File: src/rtl/booth_encoder.sv
// Radix-4 Booth encoder for a single partial-product row of the Barrett
// modular multiplier. The 3-bit multiplier window selects one of
// {0, +Y, +2Y, -Y, -2Y}. A negative row is emitted as the one's complement
// of the magnitude, and sign=1 tells the compression tree to add the
// missing +1 at this row's LSB.
//
// Ports:
//   clk        rising-edge clock
//   rst_n      asynchronous active-low reset
//   in_valid   qualifies x_low/x/x_high/y this cycle
//   x_low      multiplier bit b(2i-1); 0 for the LSB digit
//   x          multiplier bit b(2i)
//   x_high     multiplier bit b(2i+1)
//   y          unsigned multiplicand, n bits
//   out_valid  pp/sign hold the result of an accepted input
//   sign       1 = negative digit; add +1 at this row's LSB
//   pp         encoded partial product, n+1 bits
module booth_encoder #(
    parameter int unsigned n = 8
) (
    input  logic         clk,
    input  logic         rst_n,
    input  logic         in_valid,
    input  logic         x_low,
    input  logic         x,
    input  logic         x_high,
    input  logic [n-1:0] y,
    output logic         out_valid,
    output logic         sign,
    output logic [n:0]   pp
);

    localparam int unsigned PP_W = n + 1;

    logic            one_c;
    logic            two_c;
    logic            neg_c;
    logic [PP_W-1:0] y_ext_c;
    logic [PP_W-1:0] y_dbl_c;
    logic [PP_W-1:0] pp_c;

    // Window decode. Window 111 gives neg=0, so there is never a -0 row.
    always_comb begin
        one_c   = x ^ x_low;
        two_c   = (x_high & ~x & ~x_low) | (~x_high & x & x_low);
        neg_c   = x_high & ~(x & x_low);
        y_ext_c = {1'b0, y};
        y_dbl_c = {y, 1'b0};
        pp_c    = {PP_W{neg_c}} ^ (({PP_W{one_c}} & y_ext_c) |
                                   ({PP_W{two_c}} & y_dbl_c));
    end

    // Output register. pp/sign hold their value while no input is accepted.
    always_ff @(posedge clk or negedge rst_n) begin
        if (!rst_n) begin
            out_valid <= 1'b0;
            sign      <= 1'b0;
            pp        <= '0;
        end else begin
            out_valid <= in_valid;
            if (in_valid) begin
                sign <= neg_c;
                pp   <= pp_c;
            end
        end
    end

endmodule

File: config.mk
export PLATFORM = sky130hd
export DESIGN_NAME = booth_encoder
export DESIGN_NICKNAME = d
export VERILOG_FILES = /design/src/rtl/booth_encoder.sv
export SDC_FILE = /design/constraint.sdc
export NUM_CORES = 1
export LEC_CHECK = 0
export CAP_MARGIN = 0
export CORE_UTILIZATION = 45
export CTS_BUF_LIST = sky130_fd_sc_hd__clkbuf_8
export DETAILED_ROUTE_END_ITERATION = 8
export PLACE_DENSITY = 0.78
export REMOVE_ABC_BUFFERS = 1
export SLEW_MARGIN = 20
export SYNTH_ARGS = -nofsm -noshare
export SYNTH_HDL_FRONTEND = slang
export SYNTH_SLANG_ARGS = --single-unit
File: constraint.sdc
create_clock -name clk -period 1 [get_ports clk]
set_clock_uncertainty 0.2 [all_clocks]
set_input_delay 0.15 -clock clk [delete_from_list [all_inputs] [get_ports clk]]
set_output_delay 0.15 -clock clk [all_outputs]
set_load 0.01 [all_outputs]
==> out/qor.csv, run 1 <==
stage,metric,value,unit
clock_tree,cts.sinks,11,
power_and_ir_drop,power_density,1170,nW/um^2
clock_tree,ctsHoldBuffers,0,
outcome,run_status,"complete, but fails checks",
grt,grt_max_degree,13,
synthesis,synthTopCellsByCount,"dfrtp_1 (11), nand2_1 (9), inv_1 (8)",
grt,grt_pass1_wl,4890,um
placed_design,gp_congestion,0.846,
worst_setup_path,crit_path_end_kind,flop,
synthesis,yosysSeqAreaShare,35.9,%
power_and_ir_drop,cellLeakagePower,0.725,nW
die,die_h,43.3,um
synthesis,yosys.area.top_type,dfrtp_1,
timing,worst_slack,-0.315,ns
die,fp.dieW,43.3,um
placed_design,dp_slack,-0.982,ns
clock_tree,clk_latency,0.24,ns
worst_setup_path,slowest_stage,clkdlybuf4s50_1,
synthesis,yosysMostFrequentCell,dfrtp_1,
timing,timing.final.crit_share,131,%
die,start_util,49.8,%
job,cap_violations,0,
clock_tree,cts_buffers,3,
timing,drv_slew,0,
min_path,hp-class,in -> async,
timing,period_minus_slack,1.31,ns
placed_design,hpwl,1630,um
clock_tree,cts_tree,done,
synthesis,ys.warnings.count,0,
detailed_routing,drc,0,
timing,slew_headroom,79.4,%
finish,final_cells,151,
worst_setup_path,cp_data_arrival_time,1.30,ns
detailed_routing,vias_per_cell,7.22,
synthesis,synth_edf_count,0,
clock_tree,clock_path_buffers,2,
timing,rsz0062_at_grt,yes,
clock_tree,cts_root_buffer,clkbuf_8,
synthesis,synth.avg_cell_area,9.47,sq um
detailed_routing,drtIter0Drc,85,
worst_setup_path,crit_type,in -> reg,
finish,nets,151,
die,die-area,1870,sq um
worst_setup_path,crit_chain,"clkdlybuf4s50_1, inv_1, o2111ai_1, a22o_1",
placed_design,placed_cells,134,
detailed_routing,wl,4050,um
grt,overflow,0,
clock_tree,cts.clk_slew.worst_paths,0.06,ns
worst_setup_path,cp_data_required_time,0.98,ns
synthesis,syn_inst,81,
synthesis,synth_top_area_share,35.9,%
die,io_pins,25,
timing,setup_viol,21,
grt,grt_antenna_before_repair,0,
grt,grt_pass1_vias,950,
synthesis,yosysUniqueCellTypes,25,
power_and_ir_drop,vdd_drop_max,966,uV
finish,antennaDiodeCount,0,
worst_setup_path,critPathLaunchType,primary input,
detailed_routing,final_antenna_net_count,0,
worst_setup_path,critical-path-max-stage-delay,0.61,ns
synthesis,syn-cell-area,767,sq um
synthesis,ys.flop_type,dfrtp_1,
timing,fmax,761,MHz
detailed_routing,routedWlPerCell,26.8,um
synthesis,ys_ff_latch,11,
detailed_routing,first_pass_iters,4,
worst_setup_path,r2r_end,pp[5]$_DFFE_PN0P_,
timing,hold_violations,0,
timing,tightest_slew,0.308,ns
die,fp.coreArea,1540,sq um
grt,grtUsageTotal,35.5,%
clock_tree,htree_levels,1,
detailed_routing,vias,1090,
worst_setup_path,r2r_cells,3,
synthesis,netlist_top_cells_area,"dfrtp_1 (36%), nand4b_1 (8.0%), a221oi_1 (6.9%), a22o_1 (6.9%), o2111ai_1 (6.9%)",
synthesis,synthArstFlopShare,100,%
finish,drive_gt1_share,55.6,%
worst_setup_path,r2r_slack,-0.17,ns
finish,syn_to_final_growth,88.6,%
die,rows,14,
worst_setup_path,reg2reg_from,pp[5]$_DFFE_PN0P_,
placed_design,numPortBuffers,24,
outcome,violations,negative setup slack,
worst_setup_path,path_max_fanout,5,
-- repair_timing --
action / in CTS / in global routing
setup buffers: 8 / 4
gates resized for setup: 91 / 17
setup endpoints to repair: 21 / 21
gates cloned: 1 / 0
pin swaps: 19 / 9
-- area by class of cell --
class                   count  area, sq um
fillers                    53         95.1
repair buffers             58          520
well taps                  16         20.0
multi-input cells          54          552
clock buffers               3         41.3
clock inverters             1         3.75
flip-flops and latches     11          275
inverters                   8         33.8
-- flip-flops by register name, indices dropped and copies added, names as in the netlist --
signal and count:
out_valid 1, pp 9, sign 1
-- metal layers --
metal / up-vias / part of all wire [%] / track usage [%]
met5: - / 0 / 0
met2: 103 / 48 / 58.2
met3: 40 / 9.2 / 3.83
met1: 523 / 35 / 48.1
met4: 0 / 7.6 / 12.1
li1: 424 / - / -
-- kinds of logic after synthesis --
| family | count (synthesis) | share of synthesized area, % |
|---|---|---|
| mux | 1 | 1.47 |
| xor+xnor | 1 | 1.14 |
| flops | 11 | 35.9 |
| fa+ha+maj | 1 | 1.63 |
| buf+inv | 16 | 8.48 |
| simple gates | 26 | 23.5 |
| compound gates | 25 | 27.9 |
-- worst max path at each step --
stage	from	to	slack, ns
6_report	y[2]	pp[3]$_DFFE_PN0P_	-0.31
5_1_grt	y[2]	pp[3]$_DFFE_PN0P_	-0.37
4_1_cts	x	pp[7]$_DFFE_PN0P_	-0.28
3_5_place_dp	x_low	pp[7]$_DFFE_PN0P_	-0.98
3_3_place_gp	x_low	pp[4]$_DFFE_PN0P_	-0.92
2_1_floorplan	x_low	pp[1]$_DFFE_PN0P_	-0.47
-- metrics by stage --
step	power [W]	utilization [%]	area, sq um	setup TNS [ns]	hold slack (ns)
after floorplan	0.000729	-	732	-3.83	-0.346
after global placement	0.00105	75.4	1160	-11.07	0.280
after detailed placement	0.00107	75.4	1160	-11.71	0.282
after CTS	0.00156	86.8	1340	-3.06	0.0397
after global routing	0.00175	93.8	1450	-3.83	0.0380
final	0.00170	93.8	1450	-3.59	0.0360
-- placed cells by master, fill, tap and decap left out, types with 2 or more instances in the layout --
| cell type | netlist | routed |
|---|---|---|
| inv_1 | 8 | 8 |
| a31oi_1 | 2 | 2 |
| nand4b_1 | 7 | 7 |
| a22o_1 | 6 | 6 |
| clkdlybuf4s50_1 | 0 | 2 |
| buf_4 | 0 | 23 |
| nor2_1 | 3 | 3 |
| dlymetal6s2s_1 | 0 | 3 |
| buf_2 | 4 | 11 |
| buf_12 | 0 | 3 |
| buf_8 | 0 | 2 |
| nand2_1 | 9 | 8 |
| o2111ai_2 | 1 | 6 |
| a221oi_2 | 0 | 6 |
| clkbuf_8 | 0 | 3 |
| dlygate4sd2_1 | 0 | 5 |
| dfrtp_1 | 11 | 11 |
| buf_6 | 0 | 9 |
-- critical path, delay by kind of cell --
| family | cells | cell delay, ns |
|---|---|---|
| buffers and inverters | 2 | 0.72 |
| AOI/OAI and AO/OA | 2 | 0.43 |
-- power breakdown --
group	leakage (nW)	switching [W]	internal, W
logic	0.566	0.000337	0.000363
clock network	0.0269	0.000185	0.000271
registers	0.132	0.0000401	0.000502
No activity file was read; power rests on OpenSTA's default activity.
==> run 2: changes to the inputs <==
--- a/config.mk
+++ b/config.mk
@@ -8,7 +8,7 @@
 export CAP_MARGIN = 0
 export CORE_UTILIZATION = 45
-export CTS_BUF_LIST = sky130_fd_sc_hd__clkbuf_8
+export CTS_BUF_LIST = sky130_fd_sc_hd__clkbuf_2
 export DETAILED_ROUTE_END_ITERATION = 8
-export PLACE_DENSITY = 0.78
+export PLACE_DENSITY = 0.75
 export REMOVE_ABC_BUFFERS = 1
 export SLEW_MARGIN = 20
==> constraint.sdc (replaced) <==
create_clock -name clk -period 1 [get_ports clk]
set_clock_uncertainty 0.2 [all_clocks]
set_input_delay 0.1 -clock clk [delete_from_list [all_inputs] [get_ports clk]]
set_output_delay 0.1 -clock clk [all_outputs]
set_load 0.01 [all_outputs]
==> run 2 against run 1 <==
  * The flow finishes with violations (negative hold slack, negative setup slack)
  * Total power down 15%
  * Sequential power down 2%
  * Register-to-register slack better by 0.08 ns
  * Combinational power down 8.7%
  * Final cell count down 3.3%
  * Via count down 11%
  * Critical path depth up 2
  * Routed wire length down 23%
  * Global-route usage down 4.2 points
  * Design area down 7.0%
  * Sequential share of layout area up 1.4 points
  * Maximum frequency up 8.9%
  * Largest power group unchanged
==> out/qor.csv, run 2 (synthesized netlist as in run 1, its figures left out) <==
stage,metric,value,unit
outcome,run_status,"complete, but fails checks",
outcome,violations,"negative hold slack, negative setup slack",
detailed_routing,drc,0,
detailed_routing,wl,3120,um
placed_design,gp_congestion,0.846,
worst_setup_path,critPathLaunch,x_low,
min_path,hp-class,in -> async,
finish,drive_gt1_share,54.6,%
clock_tree,cts.sinks,11,
detailed_routing,final_antenna_net_count,0,
timing,worst_slack,-0.207,ns
placed_design,place_area,1120,sq um
timing,setup_viol,21,
finish,largest_register_ffs,9,
worst_setup_path,cp_data_arrival_time,1.17,ns
finish,syn_to_final_growth,75.4,%
power_and_ir_drop,vdd_drop_max,804,uV
clock_tree,clk_latency,0.28,ns
worst_setup_path,reg2reg_from,sign$_DFFE_PN0P_,
timing,rsz0062_at_grt,yes,
timing,finalSetupTns,-2.57,ns
timing,hold_violations,1,
finish,nets,146,
grt,grt_pass1_wl,4270,um
placed_design,hpwl,1470,um
worst_setup_path,crit_path_end_kind,flop,
finish,layout_commonest_cell,buf_4,
worst_setup_path,critPathLaunchType,primary input,
die,rows,14,
die,start_util,49.8,%
power_and_ir_drop,cellLeakagePower,0.662,nW
finish,regMostFlops,pp,
die,fp.coreArea,1540,sq um
clock_tree,cts_tree,done,
detailed_routing,routedWlPerCell,21.3,um
timing,tightest_slew,0.302,ns
detailed_routing,vias,965,
detailed_routing,vias_per_cell,6.61,
worst_setup_path,cp_data_required_time,0.96,ns
job,cap_violations,0,
placed_design,numPortBuffers,24,
timing,drv_slew,0,
grt,grt_max_degree,13,
clock_tree,cts.clk_slew.worst_paths,0.14,ns
worst_setup_path,path_max_fanout,12,
timing,slew_headroom,79.8,%
power_and_ir_drop,total_power,0.00145,W
finish,top_regs,"pp x9, out_valid x1, sign x1",
die,io_pins,25,
finish,antennaDiodeCount,0,
power_and_ir_drop,power_density,1080,nW/um^2
timing,fmax,829,MHz
grt,overflow,0,
timing,hold_ws,-0.000415,ns
finish,fin_area,1350,sq um
clock_tree,cts_root_buffer,clkbuf_2,
clock_tree,clock_path_buffers,2,
detailed_routing,drtIter0Drc,63,
finish,final_cells,146,
clock_tree,cts_buffers,3,
placed_design,placed_cells,129,
die,die_h,43.3,um
grt,grt_antenna_before_repair,0,
timing,timing.final.crit_share,121,%
die,fp.dieW,43.3,um
grt,grt_pass1_vias,928,
finish,layout_common_cells,"buf_4 (21), buf_2 (11), dfrtp_1 (11)",
finish,nFillCells,78,
worst_setup_path,crit_type,in -> reg,
clock_tree,htree_levels,1,
die,die-area,1870,sq um
grt,grtUsageTotal,31.3,%
timing,period_minus_slack,1.21,ns
detailed_routing,first_pass_iters,4,
==> run 2: changes by cell type in the layout (fill, tap and decap cells not counted), sizes merged <==
cell           delta
buf               -5
clkbuf            +1
clkdlybuf4s50     +1
dlygate4sd2       -1
dlygate4sd3       +1
dlymetal6s2s      -1
inv               -1
==> run 2: cell type report <==
| type | instances | area, sq um | area share, % |
|---|---|---|---|
| Clock buffer | 4 | 20.0 | 1.49 |
| Inverter | 8 | 33.8 | 2.51 |
| Multi-Input combinational cell | 54 | 543 | 40.4 |
| Sequential cell | 11 | 275 | 20.5 |
| Tap cell | 16 | 20.0 | 1.49 |
| Timing Repair Buffer | 53 | 453 | 33.7 |
==> run 2: through the flow <==
step / setup slack [ns] / utilization [%]
floorplan: -0.424 / -
global placement: -0.877 / 73.0
detailed placement: -0.919 / 73.0
CTS: -0.186 / 82.2
global route: -0.210 / 87.3
finish: -0.207 / 87.3
==> run 2: path summary, 6_finish.rpt <==
| check | to | slack, ns | depth (start not counted) |
|---|---|---|---|
| min reg2reg | pp[6]$_DFFE_PN0P_ | 0.40 | 2 |
| min | pp[5]$_DFFE_PN0P_ | -0.0004 | 2 |
| min in group clk | pp[2]$_DFFE_PN0P_ | 0.13 | 3 |
| max | pp[7]$_DFFE_PN0P_ | -0.21 | 6 |
| max in group asynchronous | pp[7]$_DFFE_PN0P_ | 0.47 | 2 |
| max reg2reg | sign$_DFFE_PN0P_ | -0.09 | 2 |
==> run 2: repair_timing <==
item / CTS / global route
pin swaps: 21 / 9
buffers inserted: 9 / 5
endpoints found under the setup margin: 21 / 26
gates resized for setup: 86 / 13
hold buffers: 1 / 0
endpoints found under the hold margin: 11 / 0
==> run 2: critical path: stages <==
cell and delay, ns:
buf_8 0.10, buf_6 0.14, nor4b_4 0.33, buf_4 0.17
nand2_2 0.04, a32o_2 0.27
==> run 2: report_power, final <==
group,switching (W),internal [W]
clock network,0.000173,0.000106
logic,0.000296,0.000343
registers,0.0000321,0.000500
==> run 2: routing by layer <==
metal	up-vias	part of all wire, %	GRT usage (%)	wire length, um
met4	0	3.3	17.0	103
met1	463	38	36.3	1170
met3	15	9.0	8.09	279
met2	73	50	51.6	1560
met5	-	0	0	0
li1	414	-	-	-
==> run 3: changes to the inputs <==
Settings changed: SLEW_MARGIN 20 to 10.
Clock period 1 ns to 1.3 ns, I/O delays scaled along.
==> run 3 against run 2 <==
  * The run now ends clean
  * Sequential cell count is the same
  * Worst setup slack improved by 0.22 ns
  * Non-clock buffer count shrank 12
  * Register-to-register slack improved by 0.35 ns
  * Routed wire length shrank 34%
  * Sequential share of layout area is 2.4 points higher
  * Core utilization decreased by 9.1 points
  * Global-route usage decreased by 7.1 points
  * Critical path type unchanged
  * Critical endpoint is now pp[6]$_DFFE_PN0P_
  * Largest power group is now registers
  * Highest routed layer unchanged
==> out/qor.csv, run 3 (synthesized netlist as in run 1, its figures left out) <==
stage,metric,value,unit
worst_setup_path,r2r_slack,0.26,ns
die,io_pins,25,
worst_setup_path,crit_path_end_kind,flop,
finish,nFillCells,111,
worst_setup_path,cpLargestDelayFamily,simple AND/OR/NAND/NOR gates,
grt,grtUsageTotal,24.1,%
worst_setup_path,critPathLaunchType,primary input,
detailed_routing,drc,0,
timing,drv_slew,0,
finish,regMostFlops,pp,
power_and_ir_drop,vdd_drop_max,469,uV
worst_setup_path,path_max_fanout,6,
grt,grt_pass1_vias,736,
job,cap_violations,0,
finish,top_regs,"pp x9, out_valid x1, sign x1",
grt,grt_max_degree,15,
worst_setup_path,cp_data_required_time,1.25,ns
finish,syn_to_final_growth,57.1,%
worst_setup_path,path_buf_inv,2,
finish,layout_common_cells,"buf_4 (14), dfrtp_1 (11), nand2_1 (9), clkdlybuf4s50_1 (9)",
power_and_ir_drop,total_power,0.000996,W
die,die_h,43.3,um
worst_setup_path,cp_data_arrival_time,1.23,ns
detailed_routing,vias,800,
clock_tree,cts.clk_slew.worst_paths,0.12,ns
placed_design,hpwl,1450,um
placed_design,gp_congestion,0.832,
die,rows,14,
finish,fin_area,1200,sq um
timing,slew_headroom,80.7,%
clock_tree,cts_root_buffer,clkbuf_2,
finish,antennaDiodeCount,0,
timing,hold_violations,0,
timing,timing.final.crit_share,98.8,%
placed_design,place_area,1080,sq um
finish,drive_gt1_share,31.4,%
placed_design,dp_slack,-0.697,ns
clock_tree,cts_buffers,3,
timing,setup_viol,0,
grt,overflow,0,
timing,period_minus_slack,1.28,ns
die,fp.dieW,43.3,um
finish,nets,134,
timing,finalSetupTns,0,ns
clock_tree,clock_path_buffers,2,
power_and_ir_drop,cellLeakagePower,0.557,nW
power_and_ir_drop,power_density,827,nW/um^2
die,fp.coreArea,1540,sq um
clock_tree,cts.sinks,11,
detailed_routing,routedWlPerCell,15.3,um
detailed_routing,wl,2050,um
timing,hold_ws,0.0404,ns
detailed_routing,drtIter0Drc,27,
grt,grt_pass1_wl,3440,um
clock_tree,clk_latency,0.24,ns
worst_setup_path,crit_type,in -> reg,
worst_setup_path,crit_chain,"buf_2, ha_4, nor4b_4, buf_6, a221oi_2, a22o_1",
worst_setup_path,slowest_stage,nor4b_4,
finish,largest_register_ffs,9,
die,die-area,1870,sq um
die,start_util,49.8,%
detailed_routing,vias_per_cell,5.97,
clock_tree,htree_levels,1,
finish,layout_commonest_cell,buf_4,
min_path,hp-class,in -> reg,
timing,worst_slack,0.0154,ns
worst_setup_path,critical-path-max-stage-delay,0.34,ns
detailed_routing,final_antenna_net_count,0,
grt,grt_antenna_before_repair,0,
timing,fmax,778,MHz
detailed_routing,first_pass_iters,4,
placed_design,numPortBuffers,24,
clock_tree,cts_tree,done,
outcome,run_status,"complete, no violations",
timing,tightest_slew,0.288,ns
run 3: changes by cell type in the layout (fill, tap and decap cells not counted), moves of 6 or more:
cell / delta
clkdlybuf4s15_1: +6
clkdlybuf4s50_1: +6
buf_2: -9
buf_4: -7
buf_6: -7
run 3: area by class of cell:
class / count / area (sq um) / area share (%)
sequential: 11 / 275 / 22.8
inverter: 8 / 33.8 / 2.80
tap: 16 / 20.0 / 1.66
clock buffer: 4 / 20.0 / 1.66
timing repair buffer: 41 / 372 / 30.8
multi-input combinational: 54 / 484 / 40.2
run 3: repair_timing:
action,in CTS,in global routing
setup endpoints to repair,21,8
pin swaps,7,0
gates resized for setup,34,6
setup buffers,1,3
hold buffers,1,0
cloned,0,0
endpoints found under the hold margin,11,0
run 3: through the flow:
step,cells,utilization (%)
2_1_floorplan,73,-
5_1_grt,134,78.2
3_5_place_dp,125,70.2
6_report,134,78.2
3_3_place_gp,125,70.2
4_1_cts,131,76.1
run 3: final timing paths:
check | from | end | depth (start not counted)
max in group asynchronous | rst_n | sign$_DFFE_PN0P_ | 3
worst max-delay path | x | pp[6]$_DFFE_PN0P_ | 6
worst min-delay path | in_valid | out_valid$_DFF_PN0_ | 2
worst max register to register | pp[1]$_DFFE_PN0P_ | pp[1]$_DFFE_PN0P_ | 2
worst min register to register | sign$_DFFE_PN0P_ | sign$_DFFE_PN0P_ | 1
min in group asynchronous | rst_n | pp[3]$_DFFE_PN0P_ | 3
run 3: where the power goes:
part | internal [W] | leakage (nW) | switching [W]
Clock | 0.0000817 | 0.0166 | 0.000122
Sequential | 0.000385 | 0.132 | 0.0000217
Combinational | 0.000213 | 0.408 | 0.000173
run 3: per-layer routing:
layer | global-route usage (%) | wire length (um) | up-vias
met5 | 0 | 0 | -
met4 | 7.27 | 23 | 0
met3 | 3.83 | 72 | 4
met2 | 37.6 | 996 | 25
met1 | 33.9 | 953 | 379
li1 | - | - | 392
